===== src/rtl/multicycle_datapath.sv =====
// Multicycle RV32I-subset datapath: FETCH/DECODE/EXECUTE/MEM/WB sequencer with a sticky TRAP state.
// Build option: define INSTRET_COUNTER_EN to add the 64-bit instret retired-instruction counter port.

module multicycle_datapath #(
   parameter int addr_data_width = 32,
   parameter int pc_step         = 1,
   parameter int reset_pc        = 0
) (
   input  logic                       clk1,
   input  logic                       reset1,
   output logic                       imem_req,
   output logic [addr_data_width-1:0] imem_addr,
   input  logic [31:0]                imem_rdata,
   input  logic                       imem_ack,
   output logic                       dmem_req,
   output logic                       dmem_we,
   output logic [addr_data_width-1:0] dmem_addr,
   output logic [addr_data_width-1:0] dmem_wdata,
   input  logic [addr_data_width-1:0] dmem_rdata,
   input  logic                       dmem_ack,
   output logic [addr_data_width-1:0] PC,
   output logic [addr_data_width-1:0] alu_out,
   output logic [addr_data_width-1:0] wr_back_data,
   output logic                       retire,
   output logic [2:0]                 state_dbg,
   output logic                       trap
`ifdef INSTRET_COUNTER_EN
   ,
   output logic [63:0]                instret
`endif
);

   localparam int W   = addr_data_width;
   localparam int SHW = $clog2(addr_data_width);

   localparam logic [6:0] OP_R  = 7'b0110011;
   localparam logic [6:0] OP_I  = 7'b0010011;
   localparam logic [6:0] OP_LW = 7'b0000011;
   localparam logic [6:0] OP_SW = 7'b0100011;

   typedef enum logic [2:0] {
      FETCH   = 3'd0,
      DECODE  = 3'd1,
      EXECUTE = 3'd2,
      MEM     = 3'd3,
      WB      = 3'd4,
      TRAP    = 3'd5
   } state_t;

   state_t         state, state_nx;
   logic [31:0]    ir;
   logic [W-1:0]   pc_q, rs1_q, rs2_q, imm_q, alu_q, load_q;
   logic [W-1:0]   rf [32];
   logic [W-1:0]   rf_rd1, rf_rd2, imm_i, imm_s, op_b, alu_res, wb_data;
   logic [6:0]     opcode, funct7;
   logic [2:0]     funct3;
   logic [4:0]     rs1_idx, rs2_idx, rd_idx;
   logic [SHW-1:0] shamt;
   logic           is_lw, is_sw, legal, writes_rd;

   assign opcode  = ir[6:0];
   assign rd_idx  = ir[11:7];
   assign funct3  = ir[14:12];
   assign rs1_idx = ir[19:15];
   assign rs2_idx = ir[24:20];
   assign funct7  = ir[31:25];

   assign is_lw     = (opcode == OP_LW) && (funct3 == 3'b010);
   assign is_sw     = (opcode == OP_SW) && (funct3 == 3'b010);
   assign writes_rd = (opcode == OP_R) || (opcode == OP_I) || is_lw;

   assign imm_i  = {{(W-12){ir[31]}}, ir[31:20]};
   assign imm_s  = {{(W-12){ir[31]}}, ir[31:25], ir[11:7]};
   assign rf_rd1 = (rs1_idx == 5'd0) ? '0 : rf[rs1_idx];
   assign rf_rd2 = (rs2_idx == 5'd0) ? '0 : rf[rs2_idx];

   always_comb begin
      legal = 1'b0;
      case (opcode)
         OP_R:  legal = (funct7 == 7'b0000000) ||
                        ((funct7 == 7'b0100000) && ((funct3 == 3'b000) || (funct3 == 3'b101)));
         OP_I: begin
            case (funct3)
               3'b001:  legal = (funct7 == 7'b0000000);
               3'b101:  legal = (funct7 == 7'b0000000) || (funct7 == 7'b0100000);
               default: legal = 1'b1;
            endcase
         end
         OP_LW:   legal = (funct3 == 3'b010);
         OP_SW:   legal = (funct3 == 3'b010);
         default: legal = 1'b0;
      endcase
   end

   // ir[30] selects SUB/SRA for R-type; for I-type only SRAI uses it (there is no SUBI)
   assign op_b  = (opcode == OP_R) ? rs2_q : imm_q;
   assign shamt = op_b[SHW-1:0];

   always_comb begin
      alu_res = '0;
      if ((opcode == OP_LW) || (opcode == OP_SW)) begin
         alu_res = rs1_q + imm_q;
      end else begin
         case (funct3)
            3'b000: alu_res = ((opcode == OP_R) && ir[30]) ? (rs1_q - op_b) : (rs1_q + op_b);
            3'b001: alu_res = rs1_q << shamt;
            3'b010: alu_res = {{(W-1){1'b0}}, ($signed(rs1_q) < $signed(op_b))};
            3'b011: alu_res = {{(W-1){1'b0}}, (rs1_q < op_b)};
            3'b100: alu_res = rs1_q ^ op_b;
            3'b101: alu_res = ir[30] ? $unsigned($signed(rs1_q) >>> shamt) : (rs1_q >> shamt);
            3'b110: alu_res = rs1_q | op_b;
            3'b111: alu_res = rs1_q & op_b;
         endcase
      end
   end

   assign wb_data = is_lw ? load_q : alu_q;

   // Handshake: a req stays high with stable address/data until ack is sampled high on a
   // rising clk1 edge; that edge completes the transfer. An ack while req is low is ignored.
   always_comb begin
      state_nx = state;
      imem_req = 1'b0;
      dmem_req = 1'b0;
      dmem_we  = 1'b0;
      retire   = 1'b0;
      trap     = 1'b0;
      case (state)
         FETCH: begin
            imem_req = reset1;
            if (imem_ack) state_nx = DECODE;
         end
         DECODE:  state_nx = legal ? EXECUTE : TRAP;
         EXECUTE: state_nx = (is_lw || is_sw) ? MEM : WB;
         MEM: begin
            dmem_req = 1'b1;
            dmem_we  = is_sw;
            if (dmem_ack) state_nx = WB;
         end
         WB: begin
            retire   = 1'b1;
            state_nx = FETCH;
         end
         TRAP:    trap = 1'b1;
         default: state_nx = FETCH;
      endcase
   end

   always_ff @(posedge clk1 or negedge reset1) begin
      if (!reset1) begin
         state  <= FETCH;
         pc_q   <= W'(reset_pc);
         ir     <= '0;
         rs1_q  <= '0;
         rs2_q  <= '0;
         imm_q  <= '0;
         alu_q  <= '0;
         load_q <= '0;
      end else begin
         state <= state_nx;
         case (state)
            FETCH:   if (imem_ack) ir <= imem_rdata;
            DECODE: begin
               rs1_q <= rf_rd1;
               rs2_q <= rf_rd2;
               imm_q <= (opcode == OP_SW) ? imm_s : imm_i;
            end
            EXECUTE: alu_q <= alu_res;
            MEM:     if (dmem_ack && is_lw) load_q <= dmem_rdata;
            WB:      pc_q <= pc_q + W'(pc_step);
            default: ;
         endcase
      end
   end

   // x0 is never written, so its entry stays at the reset value of zero
   always_ff @(posedge clk1 or negedge reset1) begin
      if (!reset1) begin
         for (int i = 0; i < 32; i++) rf[i] <= '0;
      end else if ((state == WB) && writes_rd && (rd_idx != 5'd0)) begin
         rf[rd_idx] <= wb_data;
      end
   end

`ifdef INSTRET_COUNTER_EN
   always_ff @(posedge clk1 or negedge reset1) begin
      if (!reset1) instret <= '0;
      else if (retire) instret <= instret + 64'd1;
   end
`endif

   assign imem_addr    = pc_q;
   assign PC           = pc_q;
   assign alu_out      = alu_q;
   assign wr_back_data = wb_data;
   assign dmem_addr    = alu_q;
   assign dmem_wdata   = rs2_q;
   assign state_dbg    = state;

endmodule


===== config.mk =====
export PLATFORM = sky130hd
export DESIGN_NAME = multicycle_datapath
export DESIGN_NICKNAME = d
export VERILOG_FILES = /design/src/rtl/multicycle_datapath.sv
export SDC_FILE = /design/constraint.sdc
export NUM_CORES = 2
export LEC_CHECK = 0
export CORE_MARGIN = 5
export CORE_UTILIZATION = 39
export CTS_BUF_LIST = sky130_fd_sc_hd__clkbuf_4 sky130_fd_sc_hd__clkbuf_8
export DETAILED_ROUTE_END_ITERATION = 16
export GPL_ROUTABILITY_DRIVEN = 0
export SLEW_MARGIN = 20
export SYNTH_ARGS = -nofsm -noshare
export SYNTH_HDL_FRONTEND = slang
export SYNTH_SLANG_ARGS = --single-unit

===== constraint.sdc =====
create_clock -name clk1 -period 13.9 [get_ports clk1]
set_input_delay 3.475 -clock clk1 [delete_from_list [all_inputs] [get_ports clk1]]
set_output_delay 3.475 -clock clk1 [all_outputs]
set_load 0.02 [all_outputs]

==> results.json <==
{
  "timing.hold.worst.class": "reg2reg",
  "async_flop_share_pct": 100,
  "yosysMostFrequentCell": "dfrtp_1",
  "final_layout_size_suffix_gt1_share_pct": 16.8,
  "syn2layout_area_growth_pct": 12.7,
  "drt-wirelength-per-cell_um": 28.5,
  "core_mm2": 0.185,
  "initial_standard_cell_utilization_of_the_core_pct": 39.1,
  "cts_setup_buffers": 0,
  "yosysUniqueCellTypes": 91,
  "post_synth_inst_count": 7372,
  "ys_warn_count": 0,
  "drc": 0,
  "fmax_mhz": 105,
  "globalRouteTotalUtil_pct": 28.5,
  "cts_hold_buf": 0,
  "netlist_area_mm2": 0.0723,
  "timing.final.crit_period_ps": 9570,
  "first_global_vias": 59100,
  "path_buf_inv": 4,
  "post_synth_main_area_contributors": "dfrtp_1 (43%), mux4_2 (14%), a21oi_1 (6.4%), o21ai_0 (4.3%), mux2i_1 (4.2%)",
  "p_leak_uw": 0.0347,
  "peakVddDrop_mv": 0.153,
  "grt_overflow": 0,
  "run_status": "finished, final reports clean",
  "synth_flop_cell": "dfrtp_1",
  "via_density_per_instance": 6.22,
  "cts.sinks": 1231,
  "finalHoldViolations": 0,
  "totalWireLength_mm": 282,
  "critical_path_capture_point_type": "output port",
  "yosys_register_bits": 1231,
  "boundaryPins": 268,
  "num-nets-final": 7438,
  "totalNegativeSetupSlack_ps": 0,
  "clk-insertion-delay-late_ps": 990,
  "synthDominantCellAreaShare_pct": 42.6,
  "critical_path.max_fanout": 32,
  "maximum_number_of_pins_on_one_net_before_global_route_repair": 156,
  "max_cap_viol_count": 0,
  "power.total_uw": 14600,
  "critical_path_class": "reg2out",
  "cts-buffers-inserted": 209,
  "tritoncts": "done",
  "finalMaxSlewViolations": 0,
  "clockRootBuffer": "clkbuf_8",
  "yosys-top-cells-count": "dfrtp_1 (1231), a21oi_1 (925), nor2_1 (800)",
  "power.density_cell_area_mw_per_mm2": 180,
  "worst_slack_ps": 4330,
  "dieHeight_um": 440,
  "netlist.top_cell.by_area": "dfrtp_1",
  "synth.yosys.seq_area_share_pct": 42.6,
  "antenna_found_initial": 12,
  "final_core_utilization_pct": 44.1,
  "cts_buffer_depth": 3,
  "fp.dieArea_mm2": 0.194,
  "rsz_0062_raised_after_global_routing": "no",
  "count_of_final_setup_violators": 0,
  "detailroute.via_count": 61500,
  "postRouteAntennaNets": 0,
  "grt_first_pass_wirelength_mm": 412,
  "drt-initial-drc-count": 8030,
  "place_worst_setup_slack_ps": 5410,
  "crit_chain": "nor3_1 > nand3_1 > nor2_2 > buf_4 > nand2_1 > nor2_4 > buf_4 > mux2i_4 > inv_1 > clkdlybuf4s50_1",
  "synth.avg_cell_area_um2": 9.80,
  "worst_path_slowest_cell": "mux2i_4",
  "critical_path.most_common_cell": "buf_4",
  "max_stage_delay_ps": 910,
  "mappedNetlistNets": 7566,
  "start_kind": "register",
  "htree_num_levels": 4,
  "chipWidth_um": 440,
  "worst_path_dominant_cell_family": "buffers and inverters",
  "data_arrival_time_of_the_worst_path_ps": 6090,
  "dpl.hpwl_mm": 179,
  "std_cell_rows": 158,
  "buffer_ports.inserted": 267,
  "clkTransAtPathRegs_ps": 60,
  "placement.cell_area_mm2": 0.0769,
  "finish.instance_area_mm2": 0.0815,
  "postCtsResizedCells": 0,
  "min_period_over_period_pct": 68.8,
  "timing.slew.headroom_pct": 19.0,
  "synth_edf_count": 0,
  "firstDrtPassIters": 9,
  "worstMarginPinSlew_ps": 1180,
  "final.setup_skew_ps": 81.8,
  "worst_ep_required_time_ps": 10430
}
-- final timing paths --
kind | start | to | slack [ps] | depth (start not counted)
min in group asynchronous | reset1 | dmem_wdata[18]$_DFFE_PN0N_ | 2450 | 1
hold / removal | rf[1022]$_DFFE_PN0P_ | rf[1022]$_DFFE_PN0P_ | 400 | 0
max in group asynchronous | reset1 | rf[465]$_DFFE_PN0P_ | 8390 | 5
setup reg to reg | ir[4]$_DFFE_PN0P_ | alu_out[17]$_DFFE_PN0N_ | 7970 | 16
setup / recovery | ir[6]$_DFFE_PN0P_ | wr_back_data[22] | 4330 | 10
hold reg to reg | rf[1022]$_DFFE_PN0P_ | rf[1022]$_DFFE_PN0P_ | 400 | 0
-- registers in the layout, indices dropped and copies added (netlist names) --
register and cells:
load_q 32, PC 32, rf 1024, alu_out 32, rs1_q 32, imm_q 12, state_dbg 3, ir 32
dmem_wdata 32
-- layout by cell type, fill, tap and decap left out, types with 40 or more instances in the layout --
| cell type | netlist | final |
|---|---|---|
| a211oi_1 | 72 | 72 |
| nand2_1 | 735 | 726 |
| ha_1 | 124 | 124 |
| inv_1 | 142 | 142 |
| a31oi_1 | 40 | 40 |
| dfrtp_1 | 1231 | 1220 |
| buf_4 | 66 | 138 |
| mux4_2 | 453 | 453 |
| a21oi_1 | 925 | 925 |
| o22ai_1 | 116 | 116 |
| mux2i_1 | 306 | 274 |
| nor3_1 | 83 | 78 |
| o21ai_0 | 621 | 620 |
| clkbuf_8 | 0 | 252 |
| xnor2_1 | 52 | 52 |
| o21ai_1 | 89 | 89 |
| o211ai_1 | 60 | 60 |
| clkdlybuf4s50_1 | 0 | 266 |
| nand3_1 | 117 | 114 |
| mux2_2 | 137 | 137 |
| o221ai_1 | 76 | 76 |
| clkbuf_4 | 0 | 76 |
| nor2_1 | 800 | 778 |
| a21o_1 | 43 | 43 |
-- routing by layer --
metal | GRT usage, % | up-vias | share of wire, %
met3 | 6.30 | 793 | 9.5
met2 | 43.4 | 3444 | 45
li1 | - | 26600 | -
met5 | 0 | - | 0.0096
met1 | 38.4 | 30700 | 40
met4 | 14.5 | 4 | 5.8
-- cell type report --
cell class	count	area, um^2
inverter	147	553
fill	17500	103000
multi-input combinational	5241	38600
sequential	1231	30800
timing repair buffer	414	3900
clock buffer	328	4040
clock inverter	48	458
tap	2480	3100
antenna	7	17.5
-- where the power goes --
| part | internal, uW | total (uW) | leakage (uW) | switching (uW) |
|---|---|---|---|---|
| Sequential | 3810 | 4410 | 0.0171 | 603 |
| Combinational | 2240 | 6700 | 0.0153 | 4460 |
| Clock | 1930 | 3510 | 0.00241 | 1580 |
| Total | 7970 | 14600 | 0.0347 | 6650 |
-- kinds of logic (layout without fill, tap and decap cells) --
group | count (synthesis) | count (layout) | synth area share (%)
adders and majority gates | 126 | 126 | 2.20
buffers and inverters | 900 | 937 | 5.07
AOI/OAI and AO/OA | 2237 | 2237 | 17.7
muxes | 896 | 896 | 20.5
other | 0 | 7 | 0
DFF | 1231 | 1231 | 42.6
xor gates and xnor gates | 81 | 81 | 0.982
and+or+nand+nor | 1901 | 1901 | 10.9
-- metrics by stage --
stage / cells / hold WS [ps]
floorplan: 7372 / 445
global placement: 9511 / 382
detailed placement: 9511 / 385
CTS: 9887 / 399
global route: 9892 / 410
finish: 9896 / 401
(Power assumes the default switching activity.)
